--- src/rtl/periph_bridge.sv ---
// rtl/periph_bridge.sv - CPU bus to multi-channel peripheral register bridge with timeout and open-bus latch
module periph_bridge #(
  parameter int                ADDR_N   = 16,
  parameter int                DATA_N   = 8,
  parameter int                PERIPH_N = 3,
  parameter int                CHANNELS = 4,
  parameter logic [ADDR_N-1:0] BASE     = 16'h4000,
  parameter int                TIMEOUT  = 15
) (
  input  logic                       clk,
  input  logic                       reset,
  input  logic                       req,
  input  logic                       we,
  input  logic [ADDR_N-1:0]          addr,
  input  logic [DATA_N-1:0]          wdata,
  output logic [DATA_N-1:0]          rdata,
  output logic                       ack,
  output logic                       err,
  output logic                       busy,
  output logic [CHANNELS-1:0]        ch_sel,
  output logic                       ch_we,
  output logic [PERIPH_N-1:0]        ch_addr,
  output logic [DATA_N-1:0]          ch_wdata,
  input  logic [CHANNELS*DATA_N-1:0] ch_rdata,
  input  logic [CHANNELS-1:0]        ch_ready
);

  localparam int                CH_W     = (CHANNELS > 1) ? $clog2(CHANNELS) : 1;
  localparam logic [ADDR_N:0]   LIMIT    = {1'b0, BASE} + (ADDR_N+1)'(CHANNELS << PERIPH_N);
  localparam logic [7:0]        CNT_LAST = 8'(TIMEOUT - 1);

  typedef enum logic [1:0] {IDLE, ACCESS, WAIT, RESP} state_t;

  state_t                state_q, state_n;
  logic                  we_q, we_n;
  logic [CHANNELS-1:0]   sel_n;
  logic                  ch_we_n;
  logic [PERIPH_N-1:0]   ch_addr_n;
  logic [DATA_N-1:0]     ch_wdata_n;
  logic [DATA_N-1:0]     rdata_n;
  logic [DATA_N-1:0]     open_bus, open_bus_n;
  logic                  ack_n, err_n, busy_n;
  logic [7:0]            cnt, cnt_n;

  logic [ADDR_N-1:0]     offset;
  logic [CH_W-1:0]       idx;
  logic                  mapped;
  logic                  ready_hit;
  logic [DATA_N-1:0]     sel_rdata;
  logic                  fin, fin_ok;

  assign offset    = addr - BASE;
  assign idx       = offset[PERIPH_N +: CH_W];
  assign mapped    = (addr >= BASE) && ({1'b0, addr} < LIMIT);
  // Only the latched channel's ready counts; ch_sel is one-hot while an access is open.
  assign ready_hit = |(ch_ready & ch_sel);

  always_comb begin
    sel_rdata = '0;
    for (int i = 0; i < CHANNELS; i++) begin
      if (ch_sel[i]) sel_rdata = sel_rdata | ch_rdata[i*DATA_N +: DATA_N];
    end
  end

  always_comb begin
    state_n    = state_q;
    we_n       = we_q;
    sel_n      = ch_sel;
    ch_we_n    = ch_we;
    ch_addr_n  = ch_addr;
    ch_wdata_n = ch_wdata;
    rdata_n    = rdata;
    open_bus_n = open_bus;
    ack_n      = 1'b0;
    err_n      = 1'b0;
    cnt_n      = cnt;
    fin        = 1'b0;
    fin_ok     = 1'b0;

    case (state_q)
      IDLE: begin
        if (req) begin
          we_n = we;
          if (mapped) begin
            state_n    = ACCESS;
            sel_n      = CHANNELS'(1) << idx;
            ch_we_n    = we;
            ch_addr_n  = addr[PERIPH_N-1:0];
            ch_wdata_n = wdata;
          end else begin
            state_n = RESP;
            ack_n   = 1'b1;
            err_n   = 1'b1;
            if (we) begin
              open_bus_n = wdata;
              rdata_n    = wdata;
            end else begin
              rdata_n = open_bus;
            end
          end
        end
      end
      ACCESS: begin
        if (ready_hit) begin
          fin    = 1'b1;
          fin_ok = 1'b1;
        end else begin
          state_n = WAIT;
          cnt_n   = 8'd0;
        end
      end
      WAIT: begin
        if (ready_hit) begin
          fin    = 1'b1;
          fin_ok = 1'b1;
        end else if (cnt == CNT_LAST) begin
          fin = 1'b1;
        end else begin
          cnt_n = cnt + 8'd1;
        end
      end
      RESP: begin
        state_n = IDLE;
      end
      default: begin
        state_n = IDLE;
      end
    endcase

    // Writes always refresh the open bus; reads only when the peripheral answered.
    if (fin) begin
      state_n = RESP;
      ack_n   = 1'b1;
      err_n   = !fin_ok;
      sel_n   = '0;
      ch_we_n = 1'b0;
      if (we_q) begin
        open_bus_n = ch_wdata;
        rdata_n    = ch_wdata;
      end else if (fin_ok) begin
        open_bus_n = sel_rdata;
        rdata_n    = sel_rdata;
      end else begin
        rdata_n = open_bus;
      end
    end

    busy_n = (state_n != IDLE);
  end

  always_ff @(posedge clk or posedge reset) begin
    if (reset) begin
      state_q  <= IDLE;
      we_q     <= 1'b0;
      ch_sel   <= '0;
      ch_we    <= 1'b0;
      ch_addr  <= '0;
      ch_wdata <= '0;
      rdata    <= '0;
      open_bus <= '0;
      ack      <= 1'b0;
      err      <= 1'b0;
      busy     <= 1'b0;
      cnt      <= 8'd0;
    end else begin
      state_q  <= state_n;
      we_q     <= we_n;
      ch_sel   <= sel_n;
      ch_we    <= ch_we_n;
      ch_addr  <= ch_addr_n;
      ch_wdata <= ch_wdata_n;
      rdata    <= rdata_n;
      open_bus <= open_bus_n;
      ack      <= ack_n;
      err      <= err_n;
      busy     <= busy_n;
      cnt      <= cnt_n;
    end
  end

endmodule

--- config.mk ---
export PLATFORM = sky130hd
export DESIGN_NAME = periph_bridge
export DESIGN_NICKNAME = d
export VERILOG_FILES = /design/src/rtl/periph_bridge.sv
export SDC_FILE = /design/constraint.sdc
export NUM_CORES = 1
export LEC_CHECK = 0
export CAP_MARGIN = 20
export CORE_MARGIN = 5
export CORE_UTILIZATION = 46
export CTS_CLUSTER_DIAMETER = 50
export DETAILED_ROUTE_END_ITERATION = 10
export GPL_TIMING_DRIVEN = 0
export PLACE_DENSITY = 0.81
export SYNTH_ARGS = -nofsm -noshare
export SYNTH_HDL_FRONTEND = slang
export SYNTH_SLANG_ARGS = --single-unit
--- constraint.sdc ---
create_clock -name clk -period 2 [get_ports clk]
set_input_delay 0.5 -clock clk [delete_from_list [all_inputs] [get_ports clk]]
set_output_delay 0.5 -clock clk [all_outputs]
set_load 0.02 [all_outputs]
==> flow_results.org <==
** Outcome
- The flow ran to the end, but the final reports show violations.
- Failing checks :: negative setup slack

** Clock network
- TritonCTS built the clock tree.
- Root Buffer Master :: clkbuf_8
- Hold repair after CTS inserted 0 buffers.
- Maximum buffer depth of the clock tree :: 2
- Number of clock sinks :: 46
- Clock-pin slew was measured on the worst setup and hold paths at 0.09 ns.
- The clock tree synthesis step divided the H-tree into 2 levels.
- CTS buffer count :: 5
- Clk Latency, worst-skew pair :: slightly above 0.3 ns

** Placed design
- Placer congestion estimate :: between 0.8 and 0.9
- Port buffer count :: 89
- In this run the cell area measured after placement is between 0.003 and 0.004 mm^2.
- Half-perimeter wire length after placement :: 6130 um

** Global route
- The global routing stage identified its most utilized layer as met2.
- For this run, the total global-route usage over all layers was measured as around 23%.
- The first global-routing pass estimated 13400 um of wire.
- Met2 Track Usage GR :: 39.9%
- Number of global-route vias before repair :: 2770
- Met1 track utilization from global routing :: between 20% and 30%
- Fraction of met3 tracks used by global routing :: 4.71%
- Largest net degree at the start of global routing :: 34
- The initial antenna violation count was 0.
- Remaining Overflow, GRT :: 0

** Logic synthesis
- Fraction of the mapped netlist area in adder cells :: 2.38%
- Post-synthesis cell type with the largest combined area :: dfrtp_1
- Area fraction in compound gates after synthesis :: 23.5%
- Number of flops mapped to enable cells by yosys :: 0
- Proportion of synthesized flip-flops having asynchronous set or reset :: 100%
- Fraction of synthesized area in multiplexers :: 5.19%
- Counting every instance in the synthesized netlist gives 292.
- After synthesis, the largest family of logic cells by area is compound AO/OA/AOI/OAI gates.
- Share of the yosys chip area belonging to registers :: 43.8%
- Counting distinct cell types in the post-synthesis netlist gives 42.
- Most used flip-flop cell after synthesis :: dfrtp_1
- Yosys printed 0 warnings.
- Simple-gate share of the synthesized area :: between 20% and 30%
- Yosys top cell area share :: 43.8%
- Flip-flop and latch count after synthesis :: 46
- Ranked by total cell area, the synthesized netlist is headed by dfrtp_1, nand2_1, a22oi_1.
- Dividing the synthesized area by the synthesized cell count gives around 9.0 um^2.
- The number of nets handed over by synthesis was ~360.
- Cell Area, Synth :: 0.00263 mm^2
- After Yosys synthesis, XOR and XNOR cells account for 0% of the synthesized area.

** Route
- The first TritonRoute pass finished after 6 iterations.
- Detailed-route via count :: 2782
- The detail route stage leaves a number of antenna-violating nets equal to 0.
- After detailed routing, the number of remaining DRC violations is 0.
- In the final routed layout, each cell accounts on average for 19.3 um.
- Vias per cell :: about 5.9
- Total detailed-routing wirelength :: around 9000 um
- In this run, the number of DRC markers left after iteration 0 of detailed routing was 308.

** Die
- Die outline width :: ~86 um
- The initial utilization of the core area, before any placement, comes to 47.4%.
- The core region is 0.00554 mm^2.
- Die Area :: 0.00733 mm^2
- For this design the top-level I/O count stands at between 90 and 100.
- In this run the vertical extent of the chip is 85.6 um.
- After floorplanning, the core was divided into 27 placement rows.

** Final layout
- Leading cell type in the layout, fill and taps excluded :: clkdlybuf4s50_1
- Area taken by flip-flops and latches :: 0.00115 mm^2
- In the final design database the tool counted around 470 nets.
- Footprint of the multi-input gates :: 0.00155 mm^2
- Compared with the post-synthesis result, the final layout area differs by 51.4%.
- Share of post-route cells with drive strength above 1 :: 16.1%
- Design area :: slightly below 0.004 mm^2
- 0 antenna diodes ended up in the layout.
- In the layout the commonest cells are clkdlybuf4s50_1, nand2_1, dfrtp_1.
- Fill cells in the final layout number 440.

** Hold path
- Worst Hold Class :: primary input to asynchronous set/reset pin

** Setup path
- Tracing the worst setup path back leads to its startpoint at addr[8].
- STA classifies the critical path startpoint as a primary input.
- Data required time at the worst endpoint :: 2.19 ns
- Launch point of the worst reg-to-reg path :: ch_sel[1]
- By startpoint and endpoint, the worst setup path is classified as primary input to flop.
- The worst setup path is captured at a flop.
- Of all nets on the critical path, the largest fanout is 3.
- For the worst setup path, the data arrival time is 2.22 ns.

** STA
- Setup slack after layout :: -0.0282 ns
- Clk_skew :: 0.0101 ns
- The total count of max-transition violations in the final report was 0.
- Setup violations remaining at the end of the flow were counted as 2.
- Transition time at the pin with the least slew margin :: 0.546 ns
- Remaining max-slew budget at the tightest pin :: a little under two thirds
- The number of failing hold endpoints at the final stage came to 0.
- Based on the critical path, the design can be clocked at up to 493 MHz.
- After layout, the minimum clock period comes to 2.03 ns.
- In the finished design, the share of the clock period the worst path needs comes to 101%.
- On the final layout, the worst hold slack is 0.464 ns.

** Power and ir drop
- Pwr Density :: 925 mW/mm^2
- The design draws 3.68 mW.
- VDD IR max :: between 0.6 and 0.7 mV
- Summed over all cells, the static leakage comes to around 1.7 nW.

** Run
- Across the run, the number of max-cap violations was 0.
## repair_timing
| action | 4_1_cts | 5_1_grt |
|---|---|---|
| pin swaps | 5 | 9 |
| setup endpoints to repair | 34 | 42 |
| gates resized for setup | 23 | 30 |
| buffers inserted | 6 | 2 |
## registers in the layout, summed over array words and instances, names as in the netlist
name	cells
ack	1
busy	1
ch_addr	3
ch_sel	4
ch_wdata	8
ch_we	1
cnt	8
err	1
open_bus	8
rdata	8
state_q	2
we_q	1
## cells by family (layout without fill, tap and decap cells)
logic type | count (synthesis) | count (layout)
simple gates | 115 | 115
buf+inv | 21 | 126
flops | 46 | 46
fa+ha+maj | 5 | 5
compound gates | 92 | 92
mux | 13 | 13
## layout make-up
class / count / area share [%]
flip-flops and latches: 46 / 28.9
multi-input cells: 225 / 39.1
inverters: 6 / 0.566
plain buffers: 14 / 2.20
clock buffers: 5 / 1.73
well taps: 72 / 2.26
clock inverters: 3 / 0.535
repair buffers: 98 / 24.7
## synth_stat cells, drive strengths merged, types with 6 or more instances
library cell and instances:
dfrtp 46, nand2 65, a21oi 8, nor2 10, a22oi 27, buf 10
and2 10, o21ai 27, inv 6, a221oi 8, mux2i 8
## metal layers
metal,wire [um],vias to the layer above
met5,0,-
met4,331,0
met3,732,26
met2,4560,135
met1,3430,1332
li1,-,1289
## power breakdown
part	switching (mW)	leakage (nW)	internal, mW
sequential	0.203	0.587	1.18
combinational	0.912	1.07	0.809
clock	0.333	0.0441	0.246
total	1.45	1.71	2.23
## worst max-delay path, stage by stage
cell and delay [ns]:
clkdlybuf4s50_1 0.45, nor4_2 0.23, nand4_1 0.24, buf_4 0.23
nand3_4 0.11, o2111ai_2 0.14, or2_2 0.32
## stage by stage
step                utilization [%]  TNS [ns]  instances  worst slack, ns
floorplan                         -         0        292            0.129
global placement               65.2    -40.71        453           -0.587
detailed placement             65.5    -17.36        454           -0.636
CTS                            69.5         0        467          0.00437
global route                   71.8    -0.406        469          -0.0723
finish                         71.8   -0.0331        469          -0.0282
## final timing paths
path,to,slack (ns),cells after the start
setup / recovery,busy,-0.03,7
hold / removal,rdata[7],0.46,2
setup reg to reg,rdata[1],0.04,8
hold reg to reg,ch_addr[2],0.47,2
max in group asynchronous,ch_sel[3],1.05,3
min in group clk,ch_addr[2],0.47,2
(Power assumes the default switching activity.)
